==> src/rtl/alu_mc.sv <==
// Multi-cycle ALU: single-cycle logic/add ops plus an iterative shift-add
// multiplier, with an architectural flag register written on request.
module alu_mc #(
    parameter int WIDTH = 8
) (
    input  logic             clk,
    input  logic             rst,
    input  logic             in_valid,
    output logic             in_ready,
    input  logic [3:0]       op,
    input  logic [WIDTH-1:0] a,
    input  logic [WIDTH-1:0] b,
    input  logic             fi,
    output logic [WIDTH-1:0] out,
    output logic             out_valid,
    output logic             carry,
    output logic             zero,
    output logic             negative,
    output logic             overflow
);

    localparam int M  = WIDTH - 1;
    localparam int CW = $clog2(WIDTH);
    localparam logic [CW-1:0] CNT_INIT = CW'(WIDTH - 2);

    localparam logic [3:0] OP_ADD = 4'd0;
    localparam logic [3:0] OP_SUB = 4'd1;
    localparam logic [3:0] OP_ADC = 4'd2;
    localparam logic [3:0] OP_SBC = 4'd3;
    localparam logic [3:0] OP_AND = 4'd4;
    localparam logic [3:0] OP_OR  = 4'd5;
    localparam logic [3:0] OP_XOR = 4'd6;
    localparam logic [3:0] OP_NOT = 4'd7;
    localparam logic [3:0] OP_SHL = 4'd8;
    localparam logic [3:0] OP_SHR = 4'd9;
    localparam logic [3:0] OP_MUL = 4'd10;

    typedef enum logic {
        IDLE,
        MUL_BUSY
    } state_e;

    state_e             state_q, state_d;
    logic [WIDTH-1:0]   out_q, out_d;
    logic               out_valid_q, out_valid_d;
    logic               carry_q, carry_d;
    logic               zero_q, zero_d;
    logic               neg_q, neg_d;
    logic               ovf_q, ovf_d;
    logic               fi_q, fi_d;
    logic [CW-1:0]      cnt_q, cnt_d;
    logic [2*WIDTH-1:0] acc_q, acc_d;
    logic [2*WIDTH-1:0] mcand_q, mcand_d;
    logic [WIDTH-1:0]   mplier_q, mplier_d;

    logic [WIDTH:0]     ext;
    logic [WIDTH:0]     cin_ext;
    logic [WIDTH-1:0]   res;
    logic               res_c;
    logic               res_v;
    logic [2*WIDTH-1:0] mul_sum;
    logic               accept;

    assign in_ready  = !rst && (state_q == IDLE);
    assign accept    = in_valid && in_ready;
    assign out       = out_q;
    assign out_valid = out_valid_q;
    assign carry     = carry_q;
    assign zero      = zero_q;
    assign negative  = neg_q;
    assign overflow  = ovf_q;

    // Single-cycle datapath; carry flop is already current for ADC/SBC
    // because every single-cycle op writes flags on its acceptance edge.
    always_comb begin
        cin_ext = {{WIDTH{1'b0}}, carry_q};
        ext     = '0;
        res     = a;
        res_c   = 1'b0;
        res_v   = 1'b0;
        case (op)
            OP_ADD, OP_ADC: begin
                ext = {1'b0, a} + {1'b0, b};
                if (op == OP_ADC) ext = ext + cin_ext;
                res   = ext[M:0];
                res_c = ext[WIDTH];
                res_v = (a[M] == b[M]) && (res[M] != a[M]);
            end
            OP_SUB, OP_SBC: begin
                ext = {1'b0, a} - {1'b0, b};
                if (op == OP_SBC) ext = ext - cin_ext;
                res   = ext[M:0];
                res_c = ext[WIDTH];
                res_v = (a[M] != b[M]) && (res[M] != a[M]);
            end
            OP_AND: res = a & b;
            OP_OR:  res = a | b;
            OP_XOR: res = a ^ b;
            OP_NOT: res = ~a;
            OP_SHL: begin
                res   = {a[M-1:0], 1'b0};
                res_c = a[M];
            end
            OP_SHR: begin
                res   = {1'b0, a[M:1]};
                res_c = a[0];
            end
            default: res = a;
        endcase
    end

    always_comb begin
        state_d     = state_q;
        out_d       = out_q;
        out_valid_d = 1'b0;
        carry_d     = carry_q;
        zero_d      = zero_q;
        neg_d       = neg_q;
        ovf_d       = ovf_q;
        fi_d        = fi_q;
        cnt_d       = cnt_q;
        acc_d       = acc_q;
        mcand_d     = mcand_q;
        mplier_d    = mplier_q;
        mul_sum     = acc_q + (mplier_q[0] ? mcand_q : '0);

        case (state_q)
            IDLE: begin
                if (accept && op == OP_MUL) begin
                    // First partial product is taken on the accept edge.
                    state_d  = MUL_BUSY;
                    fi_d     = fi;
                    cnt_d    = CNT_INIT;
                    acc_d    = b[0] ? {{WIDTH{1'b0}}, a} : '0;
                    mcand_d  = {{(WIDTH-1){1'b0}}, a, 1'b0};
                    mplier_d = {1'b0, b[M:1]};
                end else if (accept) begin
                    out_d       = res;
                    out_valid_d = 1'b1;
                    if (fi) begin
                        carry_d = res_c;
                        zero_d  = (res == '0);
                        neg_d   = res[M];
                        ovf_d   = res_v;
                    end
                end
            end
            MUL_BUSY: begin
                acc_d    = mul_sum;
                mcand_d  = {mcand_q[2*WIDTH-2:0], 1'b0};
                mplier_d = {1'b0, mplier_q[M:1]};
                cnt_d    = cnt_q - 1'b1;
                if (cnt_q == '0) begin
                    state_d     = IDLE;
                    out_d       = mul_sum[M:0];
                    out_valid_d = 1'b1;
                    if (fi_q) begin
                        carry_d = |mul_sum[2*WIDTH-1:WIDTH];
                        zero_d  = (mul_sum[M:0] == '0);
                        neg_d   = mul_sum[M];
                        ovf_d   = 1'b0;
                    end
                end
            end
            default: state_d = IDLE;
        endcase
    end

    always_ff @(posedge clk) begin
        if (rst) begin
            state_q     <= IDLE;
            out_q       <= '0;
            out_valid_q <= 1'b0;
            carry_q     <= 1'b0;
            zero_q      <= 1'b0;
            neg_q       <= 1'b0;
            ovf_q       <= 1'b0;
            fi_q        <= 1'b0;
            cnt_q       <= '0;
            acc_q       <= '0;
            mcand_q     <= '0;
            mplier_q    <= '0;
        end else begin
            state_q     <= state_d;
            out_q       <= out_d;
            out_valid_q <= out_valid_d;
            carry_q     <= carry_d;
            zero_q      <= zero_d;
            neg_q       <= neg_d;
            ovf_q       <= ovf_d;
            fi_q        <= fi_d;
            cnt_q       <= cnt_d;
            acc_q       <= acc_d;
            mcand_q     <= mcand_d;
            mplier_q    <= mplier_d;
        end
    end

endmodule

==> config.mk <==
export PLATFORM = sky130hd
export DESIGN_NAME = alu_mc
export DESIGN_NICKNAME = d
export VERILOG_FILES = /design/src/rtl/alu_mc.sv
export SDC_FILE = /design/constraint.sdc
export NUM_CORES = 1
export LEC_CHECK = 0
export ABC_CLOCK_PERIOD_IN_PS = 3600
export CORE_ASPECT_RATIO = 0.75
export CORE_MARGIN = 1.5
export CORE_UTILIZATION = 43
export CTS_CLUSTER_SIZE = 16
export DETAILED_ROUTE_END_ITERATION = 6
export SLEW_MARGIN = 20
export SYNTH_ARGS = -nofsm -noshare
export SYNTH_HDL_FRONTEND = slang
export SYNTH_SLANG_ARGS = --single-unit
==> constraint.sdc <==
create_clock -name clk -period 3.6 [get_ports clk]
set_clock_uncertainty 0.05 [all_clocks]
set_input_delay 0.36 -clock clk [delete_from_list [all_inputs] [get_ports clk]]
set_output_delay 0.36 -clock clk [all_outputs]
set_load 0.02 [all_outputs]
# After elaboration in Yosys (flattened, before gate mapping)
# Index checks and enable logic that the tools add are counted.
# totals
inputBits	24
output_inout_bits	14
wordCells	111
reg_bits	58
# op_classes
n_reduce_logical	16
n_eq_ne	20
n_bitwise	5
n_addsub	6
muxes	52
# ops
operator	count
$pmux 16 s2	2
$pmux 8 s8	1
$mux 16	3
$mux 8	5
$mux 9	4
$pmux 8 s2	2
$mux 1	25
$add 16x16->16	1
$eq 4x3->1 const B	4
$logic_not 8->1	2
$pmux 1 s2	7
$eq 4x4->1 const B	3
$add 8x8->9	1
$add 9x1->9	1
$sub 8x8->9	1
$sub 9x1->9	1
$and 8x8->8	1
$eq 4x2->1 const B	2
$not 8->8	1
$or 8x8->8	1
$reduce_or 8->1	1
$xor 8x8->8	1
$ne 2x1->1 const B	3
$ne 2x2->1 const B	3
other kinds (16)	23

# Logic depth before layout (Yosys ltp)
# Gate-level depths: netlist of run 1.
# depth
ltp_word	11
mapped_depth	14
mapped_depth_nobuf	13

# Worst setup path before layout of run 1
# No wires, ideal clock.
# synth_timing
kind	input to register
startpoint	input a[0]
endpoint	register neg_q, in the netlist negative
arrival_ns	2.787
setup_ns	0.079
n_path_buf	0
stages	10
path_slack_ns	0.683
cell_sequence	ha_1 -> fa_1 -> a211o_1 -> a211oi_1 -> o21ai_0 -> nor3_2 -> xnor2_1 -> o221a_1 -> o31a_1 -> a211oi_2
# synth_between
elab_chain_len	9
elab_cells_between_ends	13
cone_classes	4 x add/sub; 9 x mux
# synth_lines
element	line	text
start, declared	11	input logic [WIDTH-1:0] a,
$sub 8x8->9 / $add 8x8->9 (equally long branches)	90, 83	
$sub 9x1->9 / $add 9x1->9 (equally long branches)	91, 84	
$mux 9, on equally long branches	91, 84	
$mux 9	81	case (op)
$pmux 8 s8 (*)	81	
$mux 1 (*)	140	if (fi) begin
$mux 1 (*)	137	end else if (accept) begin
$mux 1 (*)	129	if (accept && op == OP_MUL) begin
$pmux 1 s2 (*)	127	case (state_q)
end signal, assigned	189	neg_q <= neg_d;
end, declared	48	logic neg_q, neg_d;
# Mark *: on every way between the ends. The rest lies on a longest branch, timed or not. The select of a mux whose other input is x is not followed.
# A chain may end at the register's enable or synchronous reset.

# Worst setup path after layout of run 1
# Ends and elaborated chain as after synthesis.

==> results of run 1 <==
## how the worst max path moves through the flow
stage / to / depth (start not counted)
2_1_floorplan: negative$_SDFFE_PP0P_ / 10
3_3_place_gp: zero$_SDFFE_PP0P_ / 13
3_5_place_dp: zero$_SDFFE_PP0P_ / 13
4_1_cts: zero$_SDFFE_PP0P_ / 13
5_1_grt: negative$_SDFFE_PP0P_ / 13
6_report: negative$_SDFFE_PP0P_ / 11
## report_power, final
group / leakage [nW] / internal (mW) / switching, mW
combinational: 2.00 / 0.232 / 0.291
clock: 0.0702 / 0.260 / 0.244
sequential: 0.453 / 0.630 / 0.00728
## state kept, by name, summed over array words and instances, names as in the netlist, 3 cells and up
name / cells
acc_q: 16
cnt_q: 3
mcand_q: 15
mplier_q: 7
out: 8
## kinds of logic (layout without fill, tap and decap cells)
| family | Yosys count | in the layout | synth area share, % |
|---|---|---|---|
| compound gates | 191 | 191 | 26.2 |
| fa+ha+maj | 47 | 47 | 12.3 |
| flops | 56 | 56 | 22.6 |
| simple gates | 224 | 224 | 22.8 |
| xor+xnor | 34 | 34 | 6.02 |
| mux | 18 | 18 | 4.02 |
| buf+inv | 74 | 139 | 6.04 |
## layout make-up
class                   count  area share, %
clock buffers               5           2.11
clock inverters             3          0.359
inverters                  36           2.28
multi-input cells         514           59.8
flip-flops and latches     56           19.0
well taps                 140           2.96
repair buffers             95           13.5
## repair_timing
action                     CTS  global route
setup endpoints to repair    0             1
hold endpoints to repair     0             0
resized for setup            0             1
## layout by cell type (no fill, tap or decap), drive strengths merged, types with 10 or more instances in the layout
master | synthesis | layout
and3 | 13 | 13
xnor2 | 25 | 25
nand2 | 51 | 51
and2 | 13 | 13
inv | 36 | 37
o21ai | 27 | 27
a21oi | 61 | 61
nand3 | 10 | 10
mux2i | 15 | 15
a211oi | 14 | 14
nand2b | 10 | 10
nor3 | 21 | 21
dfxtp | 56 | 56
buf | 8 | 59
ha | 44 | 44
nor2 | 70 | 70
clkdlybuf4s50 | 0 | 36
a22oi | 16 | 16
## per-layer routing
| metal | GRT usage [%] | up-vias |
|---|---|---|
| met5 | 0 | - |
| met4 | 4.73 | 0 |
| met3 | 5.67 | 10 |
| met2 | 39.3 | 168 |
| met1 | 40.4 | 2385 |
| li1 | - | 2453 |
## through the flow
stage | area, sq um | util, % | TNS, ps
floorplan | 4950 | - | 0
global placement | 5760 | 52.1 | -245
detailed placement | 5760 | 52.1 | -298
CTS | 5910 | 53.4 | 0
global route | 5920 | 53.5 | 0
finish | 5920 | 53.5 | 0
## worst max-delay path, cell delays in order
cell and delay, ps:
clkdlybuf4s50_1 460, ha_1 260, fa_1 430, a211o_1 390, a211oi_1 270, o21ai_0 210, nor3_2 250, xnor2_1 130
o221a_1 270, o31a_1 320, a211oi_2 190
==> impl_metrics.env, run 1 <==
export IMPL_outcome="finished clean"
export IMPL_drc=0
export IMPL_synth_edf_count=0
export IMPL_cts_buffer_depth=2
export IMPL_arrival_ps=3550
export IMPL_synth_warning_count=0
export IMPL_synth_area_top_cells="dfxtp_1, ha_1, a21oi_1"
export IMPL_initial_utilization_pct=44.7
export IMPL_r2r_setup_slack_ps=510
export IMPL_clock_latency_ps=300
export IMPL_post_route_period_util_pct=93.7
export IMPL_tightest_slew_ps=757
export IMPL_final_cells=849
export IMPL_seqCellArea_sq_um=1120
export IMPL_synth_top_flop_cell="dfxtp_1"
export IMPL_num_rows=33
export IMPL_fin_ws_ps=226
export IMPL_hold_end="out[5]$_SDFFE_PP0P_"
export IMPL_io_buffers=37
export IMPL_gp_congestion=0.963
export IMPL_hold_start="out[5]$_SDFFE_PP0P_"
export IMPL_finalSetupViolCount=0
export IMPL_dieArea_sq_um=12200
export IMPL_maxSlewHeadroom_pct=49.5
export IMPL_min_path_cells=2
export IMPL_grt_max_degree=55
export IMPL_yosysTopAreaCell="dfxtp_1"
export IMPL_grt_pass1_wl_mm=25.2
export IMPL_ctsRootBufferMaster="clkbuf_16"
export IMPL_worstHoldPathType="flip-flop to flip-flop"
export IMPL_syn_nets=715
export IMPL_top_layer="met4"
export IMPL_ant_nets=0
export IMPL_fillers=1085
export IMPL_criticalPathCategory="input pin to flip-flop"
export IMPL_startpoint_type="input pin"
export IMPL_dr_pass1_iters=5
export IMPL_diodes=0
export IMPL_layout_drive_gt1_share_pct=11.6
export IMPL_rr_startpoint="mplier_q[0]$_SDFFE_PP0P_"
export IMPL_antenna_found_initial=0
export IMPL_r2r_end="carry$_SDFFE_PP0P_"
export IMPL_synth_top_cell_area_share_pct=22.6
export IMPL_wl_per_cell_microns=18.6
export IMPL_cts_tree="yes"
export IMPL_mappedNetlistArea_sq_um=4950
export IMPL_core_area_sq_um=11100
export IMPL_synth_cells=644
export IMPL_ys_types=73
export IMPL_die_h_microns=95.9
export IMPL_p_leak_nw=2.52
export IMPL_critPathCaptureType="flip-flop"
export IMPL_drtIter0Drc=375
export IMPL_vias=5016
export IMPL_wl_met3_mm=1.16
export IMPL_routed_wl_mm=15.8
export IMPL_syn2layout_area_growth_pct=19.5
export IMPL_final_max_slew_viol_count=0
export IMPL_die_w_microns=127
export IMPL_routed_via_density=5.91
export IMPL_place_inst=841
export IMPL_gr_total_overflow=0
export IMPL_path_clk_slew_ps=80
export IMPL_cts_buffers=5
export IMPL_met2_length_mm=6.29
export IMPL_worst_ir_drop_vdd_mv=0.177
export IMPL_ios=38
export IMPL_htreeDepth=2
export IMPL_synth_seq_cells=56
export IMPL_maxCapViolCount=0
export IMPL_crit_fanout=3
export IMPL_finalHoldViolations=0
export IMPL_cts_sinks=56
export IMPL_cts_setup_buffers=0
export IMPL_hold_buffers=0
export IMPL_synth_common_cells="nor2_1, a21oi_1, dfxtp_1, nand2_1, ha_1"
export IMPL_post_place_ws_ps=-176
export IMPL_reg2regPathDepth=12
export IMPL_post_synth_top_count_cell="nor2_1"
export IMPL_p_total_mw=1.66
export IMPL_crit_path_start="a[0]"
export IMPL_grtUsageTotal_pct=26.8
export IMPL_multi_input_area_sq_um=3540
export IMPL_rsz0062_at_grt="false"
export IMPL_grt_pass1_vias=4634
export IMPL_powerDensity_nw_per_um2=281
export IMPL_fin_hold_ws_ps=404
export IMPL_period_minus_slack_ps=3370
export IMPL_worst_ep_required_time_ps=3780
export IMPL_ys_seq_area_share_pct=22.6
export IMPL_dpl_hpwl_mm=12.3
export IMPL_syn_area_per_cell_sq_um=7.69
export IMPL_finalNetCount=779
export IMPL_synthArstFlopShare_pct=0
export IMPL_wl_met1_mm=8.22
export IMPL_clock_fmax_mhz=296
Power figures use the tool's default switching activity.
==> inputs of run 2 (changes only) <==
--- a/config.mk
+++ b/config.mk
@@ -8,9 +8,10 @@
 export ABC_CLOCK_PERIOD_IN_PS = 3600
 export CORE_ASPECT_RATIO = 0.75
 export CORE_MARGIN = 1.5
-export CORE_UTILIZATION = 43
+export CORE_UTILIZATION = 50
 export CTS_CLUSTER_SIZE = 16
 export DETAILED_ROUTE_END_ITERATION = 6
+export DONT_BUFFER_PORTS = 1
 export SLEW_MARGIN = 20
 export SYNTH_ARGS = -nofsm -noshare
 export SYNTH_HDL_FRONTEND = slang
==> impl_metrics.env, run 2 (synthesized netlist as in run 1, its figures left out) <==
export IMPL_core_area_sq_um=9660
export IMPL_hold_buffers=0
export IMPL_p_seq_share_pct=39.7
export IMPL_drtIter0Drc=544
export IMPL_maxCapViolCount=0
export IMPL_crit_family="compound AO/OA/AOI/OAI gates"
export IMPL_period_minus_slack_ps=3120
export IMPL_tightest_slew_ps=719
export IMPL_grt_pass1_vias=4269
export IMPL_antenna_found_initial=0
export IMPL_grt_max_degree=56
export IMPL_final_cells=754
export IMPL_met2_length_mm=6.25
export IMPL_crit_path_max_incr_delay_ps=530
export IMPL_io_buffers=0
export IMPL_dieArea_sq_um=10500
export IMPL_gr_total_overflow=0
export IMPL_critPathCaptureType="flip-flop"
export IMPL_worst_ir_drop_vdd_mv=0.253
export IMPL_num_rows=31
export IMPL_routed_via_density=6.34
export IMPL_worst_ep_required_time_ps=3730
export IMPL_arrival_ps=3260
export IMPL_path_clk_slew_ps=70
export IMPL_crit_chain="inv_1 > ha_1 > fa_1 > ha_1 > nand2_1 > nor2_1 > o2111ai_1 > xnor2_1 > nor2_1 > o32ai_1 > o21ai_0 > o211a_1"
export IMPL_p_leak_nw=2.16
export IMPL_largest_register_ffs=16
export IMPL_p_sw_share_pct=28.3
export IMPL_diodes=0
export IMPL_cts_resized=0
export IMPL_syn2layout_area_growth_pct=5.16
export IMPL_gp_congestion=0.932
export IMPL_design_area_sq_um=5200
export IMPL_ios=38
export IMPL_postPlaceCellArea_sq_um=5020
export IMPL_criticalPathCategory="input pin to flip-flop"
export IMPL_layout_drive_gt1_share_pct=4.82
export IMPL_crit_fanout=6
export IMPL_htreeDepth=2
export IMPL_routed_wl_mm=15.4
export IMPL_top_register="acc_q"
export IMPL_place_inst=747
export IMPL_die_w_microns=118
export IMPL_finalHoldViolations=0
export IMPL_vias=4779
export IMPL_cts_setup_buffers=0
export IMPL_wl_per_cell_microns=20.4
export IMPL_grt_pass1_wl_mm=23.9
export IMPL_comb_power_share_pct=22.2
export IMPL_outcome="finished clean"
export IMPL_path_buf_inv=1
export IMPL_rsz0062_at_grt="false"
export IMPL_clock_power_share_pct=38.1
export IMPL_wl_met1_mm=7.74
export IMPL_ctsRootBufferMaster="clkbuf_16"
export IMPL_post_route_period_util_pct=86.7
export IMPL_cts_buffer_depth=2
export IMPL_slowest_stage="fa_1"
export IMPL_clock_latency_ps=300
export IMPL_powerDensity_nw_per_um2=314
export IMPL_cts_tree="yes"
export IMPL_ant_nets=0
export IMPL_initial_utilization_pct=51.3
export IMPL_maxSlewHeadroom_pct=51.4
export IMPL_top_layer="met4"
export IMPL_dr_pass1_iters=6
export IMPL_finalNetCount=693
export IMPL_startpoint_type="input pin"
export IMPL_dpl_hpwl_mm=11.7
export IMPL_layout_common_cells="nor2_1, a21oi_1, dfxtp_1"
export IMPL_wl_met3_mm=1.18
export IMPL_intPower_mw=1.17
export IMPL_final_common_cell="nor2_1"
export IMPL_fillers=925
export IMPL_p_sw_uw=462
export IMPL_die_h_microns=89.2
export IMPL_finalSetupViolCount=0
export IMPL_grtUsageTotal_pct=29.3
export IMPL_cts_sinks=56
export IMPL_cts_buffers=5
export IMPL_drc=0
export IMPL_finalSetupTns_ps=0
export IMPL_final_max_slew_viol_count=0
export IMPL_clock_fmax_mhz=320
export IMPL_worstHoldPathType="input pin to flip-flop"
[run 2: final cells by class]
class / count / area, sq um / share of cell area, %
repair buffers: 9 / 67.6 / 1.30
inverters: 36 / 135 / 2.60
multi-input cells: 514 / 3530 / 67.8
clock buffers: 5 / 125 / 2.40
flip-flops and latches: 56 / 1120 / 21.6
well taps: 132 / 165 / 3.17
clock inverters: 2 / 60.1 / 1.15
[run 2: path summary, 6_finish.rpt]
check / start / to / slack, ps / cells past startpoint
max: a[0] / out[6]$_SDFFE_PP0P_ / 480 / 12
min: rst / state_q$_SDFF_PP0_ / 80 / 1
max reg2reg: mplier_q[0]$_SDFFE_PP0P_ / carry$_SDFFE_PP0P_ / 490 / 12
min reg2reg: mplier_q[2]$_SDFFE_PP0P_ / mplier_q[2]$_SDFFE_PP0P_ / 400 / 2
[run 2: through the flow]
step / worst slack [ps] / power (mW) / hold WS [ps] / utilization (%)
2_1_floorplan: 683 / 0.953 / 387 / -
3_3_place_gp: 328 / 1.01 / 379 / 52.0
3_5_place_dp: 300 / 1.01 / 385 / 52.0
4_1_cts: 481 / 1.63 / 73.5 / 53.9
5_1_grt: 335 / 1.69 / 69.2 / 53.9
6_report: 479 / 1.63 / 76.8 / 53.9
[run 2: routing by layer]
| metal | up-vias | track usage [%] |
|---|---|---|
| met2 | 182 | 43.4 |
| li1 | 2285 | - |
| met3 | 20 | 5.61 |
| met1 | 2292 | 43.8 |
| met5 | - | 0 |
| met4 | 0 | 6.65 |
[run 2: power by group through the flow]
stage / Clock (mW) / Combinational (mW) / Sequential [mW]
2_1_floorplan: 0 / 0.294 / 0.659
3_3_place_gp: 0 / 0.349 / 0.662
3_5_place_dp: 0 / 0.352 / 0.663
4_1_cts: 0.629 / 0.353 / 0.648
5_1_grt: 0.648 / 0.393 / 0.649
6_report: 0.622 / 0.362 / 0.648
==> inputs of run 3 (changes only) <==
--- a/config.mk
+++ b/config.mk
@@ -12,7 +12,9 @@
 export CTS_CLUSTER_SIZE = 16
 export DETAILED_ROUTE_END_ITERATION = 6
 export DONT_BUFFER_PORTS = 1
+export MAX_ROUTING_LAYER = met4
 export SLEW_MARGIN = 20
 export SYNTH_ARGS = -nofsm -noshare
 export SYNTH_HDL_FRONTEND = slang
 export SYNTH_SLANG_ARGS = --single-unit
+export TNS_END_PERCENT = 100
==> impl_metrics.env, run 3 (synthesized netlist as in run 1, its figures left out) <==
export IMPL_outcome="finished clean"
export IMPL_diodes=0
export IMPL_drtIter0Drc=555
export IMPL_clock_fmax_mhz=315
export IMPL_antenna_found_initial=0
export IMPL_criticalPathCategory="input pin to flip-flop"
export IMPL_grt_pass1_vias=4316
export IMPL_layout_common_cells="nor2_1, a21oi_1, dfxtp_1"
export IMPL_crit_path_start="a[0]"
export IMPL_finalHoldViolations=0
export IMPL_cts_buffers=5
export IMPL_final_cells=754
export IMPL_arrival_ps=3360
export IMPL_critPathCaptureType="flip-flop"
export IMPL_hold_buffers=0
export IMPL_r2r_setup_slack_ps=620
export IMPL_routed_via_density=6.29
export IMPL_rr_startpoint="mplier_q[0]$_SDFFE_PP0P_"
export IMPL_hold_start="rst"
export IMPL_syn2layout_area_growth_pct=5.16
export IMPL_dr_pass1_iters=5
export IMPL_path_clk_slew_ps=70
export IMPL_dpl_hpwl_mm=11.6
export IMPL_cts_resized=0
export IMPL_die_w_microns=118
export IMPL_dieArea_sq_um=10500
export IMPL_maxSlewHeadroom_pct=45.8
export IMPL_wl_per_cell_microns=20.4
export IMPL_fin_hold_ws_ps=68.9
export IMPL_p_total_mw=1.63
export IMPL_p_seq_share_pct=39.8
export IMPL_finalNetCount=693
export IMPL_num_rows=31
export IMPL_ant_nets=0
export IMPL_crit_path_max_incr_delay_ps=480
export IMPL_routed_wl_mm=15.4
export IMPL_cts_setup_buffers=0
export IMPL_grt_max_degree=56
export IMPL_final_common_cell="nor2_1"
export IMPL_io_buffers=0
export IMPL_gp_congestion=1.02
export IMPL_initial_utilization_pct=51.3
export IMPL_layout_drive_gt1_share_pct=4.82
export IMPL_finalSetupTns_ps=0
export IMPL_final_max_slew_viol_count=0
export IMPL_place_inst=747
export IMPL_grtUsageTotal_pct=30.6
export IMPL_intPower_mw=1.17
export IMPL_p_leak_nw=2.16
export IMPL_comb_power_share_pct=22.1
export IMPL_core_area_sq_um=9660
export IMPL_crit_chain="inv_1 > ha_1 > fa_1 > or2_1 > a211oi_1 > nor2_1 > and3_1 > o21a_1 > o32ai_1 > nor4bb_1 > a41o_1"
export IMPL_ios=38
export IMPL_vias=4743
export IMPL_cts_sinks=56
export IMPL_worst_ep_required_time_ps=3790
export IMPL_top_register="acc_q"
export IMPL_ctsRootBufferMaster="clkbuf_16"
export IMPL_clock_power_share_pct=38.1
export IMPL_cts_buffer_depth=2
export IMPL_cts_tree="yes"
export IMPL_grt_pass1_wl_mm=24.3
export IMPL_largest_register_ffs=16
export IMPL_worstHoldPathType="input pin to flip-flop"
export IMPL_p_sw_share_pct=28.1
export IMPL_post_route_period_util_pct=88.1
export IMPL_die_h_microns=89.2
export IMPL_crit_family="compound AO/OA/AOI/OAI gates"
export IMPL_period_minus_slack_ps=3170
export IMPL_gr_total_overflow=0
export IMPL_p_sw_uw=458
export IMPL_rsz0062_at_grt="false"
export IMPL_powerDensity_nw_per_um2=313
export IMPL_clock_latency_ps=300
export IMPL_slowest_stage="o32ai_1"
export IMPL_finalSetupViolCount=0
export IMPL_tightest_slew_ps=806
export IMPL_htreeDepth=2
export IMPL_drc=0
export IMPL_worst_ir_drop_vdd_mv=0.200
export IMPL_startpoint_type="input pin"
export IMPL_path_buf_inv=1
export IMPL_maxCapViolCount=0
export IMPL_crit_fanout=6
run 3: cell counts in the layout (fill, tap and decap cells not counted):
No cell type changed its count.
run 3: area by class of cell:
type	instances	area (sq um)
Clock inverter	2	60.1
Clock buffer	5	125
Sequential cell	56	1120
Inverter	36	135
Timing Repair Buffer	9	67.6
Multi-Input combinational cell	514	3530
Tap cell	132	165
Fill cell	949	4450
run 3: per-stage QoR:
| stage | instance area [sq um] | worst slack [ps] | util [%] |
|---|---|---|---|
| 6_report | 5200 | 430 | 53.9 |
| 5_1_grt | 5200 | 301 | 53.9 |
| 4_1_cts | 5200 | 516 | 53.9 |
| 3_5_place_dp | 5020 | 206 | 52.0 |
| 3_3_place_gp | 5020 | 162 | 52.0 |
| 2_1_floorplan | 4950 | 683 | - |
run 3: power by group through the flow:
stage	Sequential, mW	Clock (mW)	Combinational (mW)
floorplan	0.659	0	0.294
global placement	0.662	0	0.350
detailed placement	0.662	0	0.352
CTS	0.648	0.636	0.354
global route	0.649	0.659	0.394
finish	0.648	0.621	0.359
run 3: worst paths after layout:
path | to | depth (start not counted)
setup / recovery | zero$_SDFFE_PP0P_ | 11
hold / removal | state_q$_SDFF_PP0_ | 1
setup reg to reg | carry$_SDFFE_PP0P_ | 13
hold reg to reg | mplier_q[2]$_SDFFE_PP0P_ | 2
run 3: metal layers:
layer | global-route usage [%] | wire length (microns)
met5 | - | 0
met3 | 6.25 | 1300
met1 | 44.1 | 7490
met2 | 43.4 | 6350
met4 | 7.43 | 237
